**src/rtl/bus_arbiter.sv**
```systemverilog
// Two-master round-robin arbiter in front of memory_top: captures request pulses,
// issues one bus transaction at a time, and routes the response (or a timeout) back.
module bus_arbiter #(
    parameter int unsigned TIMEOUT      = 1024,
    parameter logic [31:0] TIMEOUT_DATA = 32'hDEADBEEF
) (
    input  logic        i_clk,
    input  logic        i_rst_n,
    input  logic [31:0] i_m0_data,
    input  logic [31:0] i_m0_address,
    input  logic [2:0]  i_m0_bhw,
    input  logic        i_m0_write_notread,
    input  logic        i_m0_DV,
    input  logic [31:0] i_m1_data,
    input  logic [31:0] i_m1_address,
    input  logic [2:0]  i_m1_bhw,
    input  logic        i_m1_write_notread,
    input  logic        i_m1_DV,
    output logic [31:0] o_m0_data,
    output logic        o_m0_DV,
    output logic [31:0] o_m1_data,
    output logic        o_m1_DV,
    output logic [31:0] o_bus_data,
    output logic [31:0] o_bus_address,
    output logic [2:0]  o_bhw,
    output logic        o_write_notread,
    output logic        o_bus_DV,
    input  logic [31:0] i_bus_data,
    input  logic        i_bus_DV,
    output logic [1:0]  o_overrun,
    output logic        o_timeout
);

    typedef struct packed {
        logic [31:0] data;
        logic [31:0] address;
        logic [2:0]  bhw;
        logic        write_notread;
    } req_t;

    typedef enum logic {ST_IDLE, ST_WAIT} state_t;

    localparam logic [31:0] TIMEOUT_LAST = 32'(TIMEOUT - 1);

    state_t      state;
    logic        owner;
    logic        last_grant;
    logic [31:0] count;

    req_t        in_req [2];
    logic [1:0]  in_dv;
    req_t        slot [2];
    logic [1:0]  slot_valid;
    logic [1:0]  req;
    logic [1:0]  gnt;
    req_t        issue;
    logic        timed_out;
    logic        resp_fire;
    logic [31:0] resp_data;

    assign in_req[0] = {i_m0_data, i_m0_address, i_m0_bhw, i_m0_write_notread};
    assign in_req[1] = {i_m1_data, i_m1_address, i_m1_bhw, i_m1_write_notread};
    assign in_dv     = {i_m1_DV, i_m0_DV};

    always_comb begin
        req = slot_valid | in_dv;
        gnt = '0;
        if (state == ST_IDLE) begin
            if (req == 2'b11) gnt = last_grant ? 2'b01 : 2'b10;
            else              gnt = req;
        end
        // A pending slot always takes precedence over a same-cycle pulse (bypass only when empty)
        if (gnt[1]) issue = slot_valid[1] ? slot[1] : in_req[1];
        else        issue = slot_valid[0] ? slot[0] : in_req[0];

        timed_out = (state == ST_WAIT) && !i_bus_DV && (TIMEOUT != 0) && (count == TIMEOUT_LAST);
        resp_fire = (state == ST_WAIT) && (i_bus_DV || timed_out);
        resp_data = i_bus_DV ? i_bus_data : TIMEOUT_DATA;
    end

    always_ff @(posedge i_clk) begin
        if (!i_rst_n) begin
            state           <= ST_IDLE;
            owner           <= 1'b0;
            last_grant      <= 1'b1;
            count           <= '0;
            slot_valid      <= '0;
            slot[0]         <= '0;
            slot[1]         <= '0;
            o_m0_data       <= '0;
            o_m0_DV         <= 1'b0;
            o_m1_data       <= '0;
            o_m1_DV         <= 1'b0;
            o_bus_data      <= '0;
            o_bus_address   <= '0;
            o_bhw           <= '0;
            o_write_notread <= 1'b0;
            o_bus_DV        <= 1'b0;
            o_overrun       <= '0;
            o_timeout       <= 1'b0;
        end else begin
            o_bus_DV <= 1'b0;
            o_m0_DV  <= 1'b0;
            o_m1_DV  <= 1'b0;

            for (int unsigned i = 0; i < 2; i++) begin
                if (gnt[i]) begin
                    // Slot drains on grant; a pulse arriving at the same edge refills it
                    if (slot_valid[i]) begin
                        slot[i]       <= in_req[i];
                        slot_valid[i] <= in_dv[i];
                    end
                end else if (in_dv[i]) begin
                    if (!slot_valid[i]) begin
                        slot[i]       <= in_req[i];
                        slot_valid[i] <= 1'b1;
                    end else begin
                        o_overrun[i] <= 1'b1;
                    end
                end
            end

            case (state)
                ST_IDLE: begin
                    if (|gnt) begin
                        owner      <= gnt[1];
                        last_grant <= gnt[1];
                        {o_bus_data, o_bus_address, o_bhw, o_write_notread} <= issue;
                        o_bus_DV   <= 1'b1;
                        count      <= '0;
                        state      <= ST_WAIT;
                    end
                end
                ST_WAIT: begin
                    count <= count + 32'd1;
                    if (resp_fire) begin
                        if (owner) begin
                            o_m1_data <= resp_data;
                            o_m1_DV   <= 1'b1;
                        end else begin
                            o_m0_data <= resp_data;
                            o_m0_DV   <= 1'b1;
                        end
                        if (timed_out) o_timeout <= 1'b1;
                        state <= ST_IDLE;
                    end
                end
                default: state <= ST_IDLE;
            endcase
        end
    end

endmodule

```
**config.mk**
```make
export PLATFORM = sky130hd
export DESIGN_NAME = bus_arbiter
export DESIGN_NICKNAME = d
export VERILOG_FILES = /design/src/rtl/bus_arbiter.sv
export SDC_FILE = /design/constraint.sdc
export NUM_CORES = 1
export LEC_CHECK = 0
export CORE_UTILIZATION = 40
export DETAILED_ROUTE_END_ITERATION = 10
export PLACE_DENSITY = 0.7
export SYNTH_ARGS = -nofsm -noshare
export SYNTH_HDL_FRONTEND = slang
export SYNTH_SLANG_ARGS = --single-unit
```
**constraint.sdc**
```tcl
create_clock -name i_clk -period 9.1 [get_ports i_clk]
set_clock_uncertainty 0.2 [all_clocks]
set_input_delay 1.82 -clock i_clk [delete_from_list [all_inputs] [get_ports i_clk]]
set_output_delay 1.82 -clock i_clk [all_outputs]
set_load 0.05 [all_outputs]
```
Yosys cells after proc, flatten, opt, wreduce, memory -nomap -nowiden:

Memories as Yosys holds them, arrays and structs flattened.
Index checks and enable logic that the tools add are counted.

* bits in registers: 175
* input bits: 173
* memories: 1
* RAM bits: 136
* output and inout port bits: 138

Memory list
* slot: words 2, width 68, read ports 2, clocked after memory_dff 0, wr ports 2, RTL line 52 `req_t slot [2];`

* bitwise logic cells: 10
* add/subtract/negate cells: 1
* equal/unequal tests: 3
* mux-type cells: 43
* reductions and logical operators: 16

Operators with widths (count)
* two-way mux 68 bit: 7
* two-way mux 32 bit: 2
* one-hot mux 32 bit (2 select lines): 1
* adder 32 x 1 -> 32 bit (second input constant): 1
* == test 32 x 10 -> 1 bit (second input constant): 1
* two-way mux 1 bit: 29
* AND reduction 3 bit: 6
* two-way mux 2 bit: 3
* NOT 1 bit: 5
* bitwise OR 1 bit: 4
* nonzero test 2 bit: 2
* OR reduction 2 bit: 2
* logical AND 1 bit: 3
* == test 2 bit (second input constant): 1
* != test 2 x 1 -> 1 bit (second input constant): 1
* bitwise OR 2 bit: 1
* one-hot mux 1 bit (2 select lines): 1
* AND reduction 2 bit: 1
* zero test 1 bit: 1
* logical OR 1 bit: 1

Depth between registers and ports, before layout:

* depth after elaboration: 9
* depth in mapped cells: 9
* gate-level depth less buffers: 6

Least setup slack after synthesis:

OpenSTA, ideal clock, no wires.

* path kind: input to register
* start point: input i_rst_n
* end point: memory slot[1][0] (netlist name), enable pin
* required time: 8014 ps
* buffers on the path: 3
* stages on the path: 4
* library setup time: 886 ps
* arrival: 4125 ps
* slack: 3889 ps
* cells stage by stage: clkbuf_1 -> buf_8 -> clkbuf_1 -> nand3_1

RTL lines
* start: declaration: RTL line 8 `input logic i_rst_n,`
* end: declaration: RTL line 52

==> impl_metrics.toml <==
[status]
outcome = "complete, no violations"

[critical_path]
r2r_setup_slack_ns = 5.53
max_stage_delay_ns = 0.86
end_kind = "register"
timing.critical_path.cells = "clkdlybuf4s50_1, nor2_2, or3_2, nand3b_1, nand3_4"
critPathLaunchType = "input port"
arrival_ns = 4.63
path_max_fanout = 68
crit_required_ns = 8.84
setup.worst_path.class = "in2reg"
crit_path_top_delay_cell = "or3_2"

[timing]
finalHoldWorstSlack_ns = 0.253
final_hold_vio_count = 0
timing.final.crit_period_ns = 4.89
post-route-period-util_pct = 53.7
timing_worst_slew_pin_value_ns = 1.13
fin_tns_setup_ns = 0
slew_limit_fails = 0
setup_repair_after_global_routing_missed_its_margin = "no"
setup_viol = 0
postLayoutSetupSlackWorst_ns = 4.21
max_freq_ghz = 0.205
slew_headroom_pct = 24.4

[synth]
synth.lib_cells_used.distinct = 55
synth_edf_count = 136
yosys_most_used_dff = "dfxtp_1"
syn_warnings = 0
mappedNetlistArea_um2 = 14000
flip_flop_and_latch_count_after_synthesis = 311
synth_seq_area_share_pct = 54.1
avgSynthCellArea_um2 = 10.5
syn-num-nets = 1517
proportion_of_register_bits_with_asynchronous_set_or_reset_after_synthesis_pct = 0
synthesis.instances = 1343

[clocking]
cts.sink_count = 311
cts_resized = 0
clock_pin_slew_on_the_worst_setup_and_hold_paths_ns = 0.06
cts_setup_buffers = 0
cts_buffers = 36
clk_path_buf_depth = 3
clock_tree_from_tritoncts = "done"
h_tree_lvls = 2
worst_skew_pair.late_latency_ns = 0.50
post_cts_hold_buffer_count = 0
clk_root_buffer_cell = "clkbuf_16"

[drt]
drcViolationCount = 0
detail_route.wl_per_cell_um = 18.2
wl_mm = 38.0
viasPerCell = 5.19
drt-initial-drc-count = 597
routed-via-count = 10815
detail-route-antenna-nets = 0
dr.pass1.iters = 5

[placed_design]
pre_cts_slack_ns = 3.65
post-dp-hpwl_mm = 24.2
gp_congestion = 0.759
post-place-cells = 2017
numPortBuffers = 310
post_dp_area_um2 = 17300

[floorplanning]
die_area_um2 = 35800
die_h_um = 189
top_level_ports = 311
rows = 68
fp.coreArea_um2 = 34500
fp.dieW_um = 189
initial_utilization_pct = 40.6

[final_layout]
layout.cell_area.non_filler_um2 = 18500
fillers = 3079
layout.cells.non_filler = 2084
areaGrowthSynthToFinish_pct = 31.5
finalCoreUtilization_pct = 53.4
drive_gt1_share_pct = 7.51
nNetsFinal = 1774

[pwr]
powerDensity_nw_per_um2 = 207
irDropWorstVdd_uv = 167
power_leakage_nw = 6.55
total_power_mw = 3.82

[worst_hold_path]
holdCritPathClass = "reg2reg"

[global_route]
globalRouteTotalUtil_pct = 20.8
global_route_wire_length_before_repair_mm = 59.1
grt_pass1_vias = 10791
grt_start_max_net_pins = 102
grt_antenna_before_repair = 7
overflow_left_after_global_routing = 0

[job]
cap_violations = 0
## cell usage in the layout (no fill, tap or decap), types with 4 or more instances in the layout
| cell | count |
|---|---|
| clkdlybuf4s50_1 | 309 |
| nand2_1 | 192 |
| dfxtp_1 | 173 |
| mux2i_1 | 172 |
| and2_1 | 138 |
| edfxtp_1 | 136 |
| nor2_1 | 104 |
| a21oi_1 | 79 |
| o21ai_0 | 67 |
| clkbuf_16 | 37 |
| mux2_2 | 35 |
| o211ai_1 | 32 |
| nand3_1 | 12 |
| nand4_1 | 12 |
| clkbuf_1 | 10 |
| buf_4 | 10 |
| inv_1 | 7 |
| o2111ai_1 | 7 |
| o41ai_1 | 7 |
| o31ai_1 | 6 |
| nor3_1 | 6 |
| a31oi_1 | 5 |
| and3_1 | 5 |
| clkbuf_8 | 5 |
| diode_2 | 4 |
| clkinv_2 | 4 |
## flip-flops by register name, indices dropped and copies added (netlist names), 2 cells and up
register / flops
o_m1_data: 32
slot: 136
count: 32
o_bhw: 3
slot_valid: 2
o_bus_data: 32
o_bus_address: 32
o_overrun: 2
o_m0_data: 32
## cell usage after synthesis, drive strengths merged (5+ instances only)
library cell | instances | area (um2)
nand2 | 193 | 724
o41ai | 7 | 61.3
clkbuf | 61 | 259
o2111ai | 7 | 61.3
a31oi | 7 | 58.8
o21ai | 68 | 340
buf | 36 | 267
nand3 | 14 | 75.1
o211ai | 32 | 240
nor3 | 9 | 67.6
a21oi | 81 | 405
inv | 8 | 30.0
and3 | 6 | 37.5
dfxtp | 175 | 3500
o31ai | 6 | 45.0
nor4 | 5 | 46.3
mux2i | 172 | 1720
mux2 | 37 | 417
and2 | 138 | 863
nor2 | 106 | 408
and4 | 5 | 47.6
nand4 | 14 | 100
edfxtp | 136 | 4080
## per-layer routing
layer  GRT usage (%)  up-vias  part of all wire, %
met4            7.35        6                  2.9
met1            25.4     5173                   42
li1                -     5238                    -
met2            35.2      318                   47
met5               0        -                 0.12
met3            5.75       80                  7.5
## layout make-up
class                           count  area (um2)  area share [%]
Sequential cell                   311        7590            41.1
Multi-Input combinational cell    924        5940            32.2
Timing Repair Buffer              319        3170            17.2
Clock buffer                       52        1030            5.59
Tap cell                          455         569            3.08
Clock inverter                     11         113           0.610
Inverter                            8        32.5           0.176
Antenna cell                        4        10.0          0.0542
## worst max-delay path: cells and delay by family
kind	cells	cell delay (ns)
buffers and inverters	1	0.62
AND/OR/NAND/NOR	4	2.10
## where the power goes
part | total, mW | switching (mW) | internal, mW
combinational | 0.737 | 0.456 | 0.281
sequential | 1.67 | 0.0663 | 1.61
clock | 1.41 | 0.569 | 0.845
## path summary, 6_finish.rpt
check / depth (start not counted) / end / start
min reg2reg: 2 / o_m0_data[20]$_SDFFE_PN0P_ / o_m0_data[20]$_SDFFE_PN0P_
max: 5 / slot[1][2]$_DFFE_PP_ / i_m1_DV
min: 2 / o_m0_data[20]$_SDFFE_PN0P_ / o_m0_data[20]$_SDFFE_PN0P_
max reg2reg: 4 / slot[1][2]$_DFFE_PP_ / slot_valid[0]$_SDFFE_PN0P_
## cells by family (layout without fill, tap and decap cells)
| family | count (synthesis) | in the layout | synth area share (%) |
|---|---|---|---|
| simple gates | 498 | 498 | 17.3 |
| flops | 311 | 311 | 54.1 |
| compound gates | 214 | 214 | 8.97 |
| mux | 209 | 209 | 15.2 |
| buf+inv | 108 | 390 | 4.18 |
| fa+ha+maj | 2 | 2 | 0.160 |
| xor+xnor | 1 | 1 | 0.0624 |
| other cells | 0 | 4 | 0 |
Note: power is estimated with default switching activity, not from simulation.
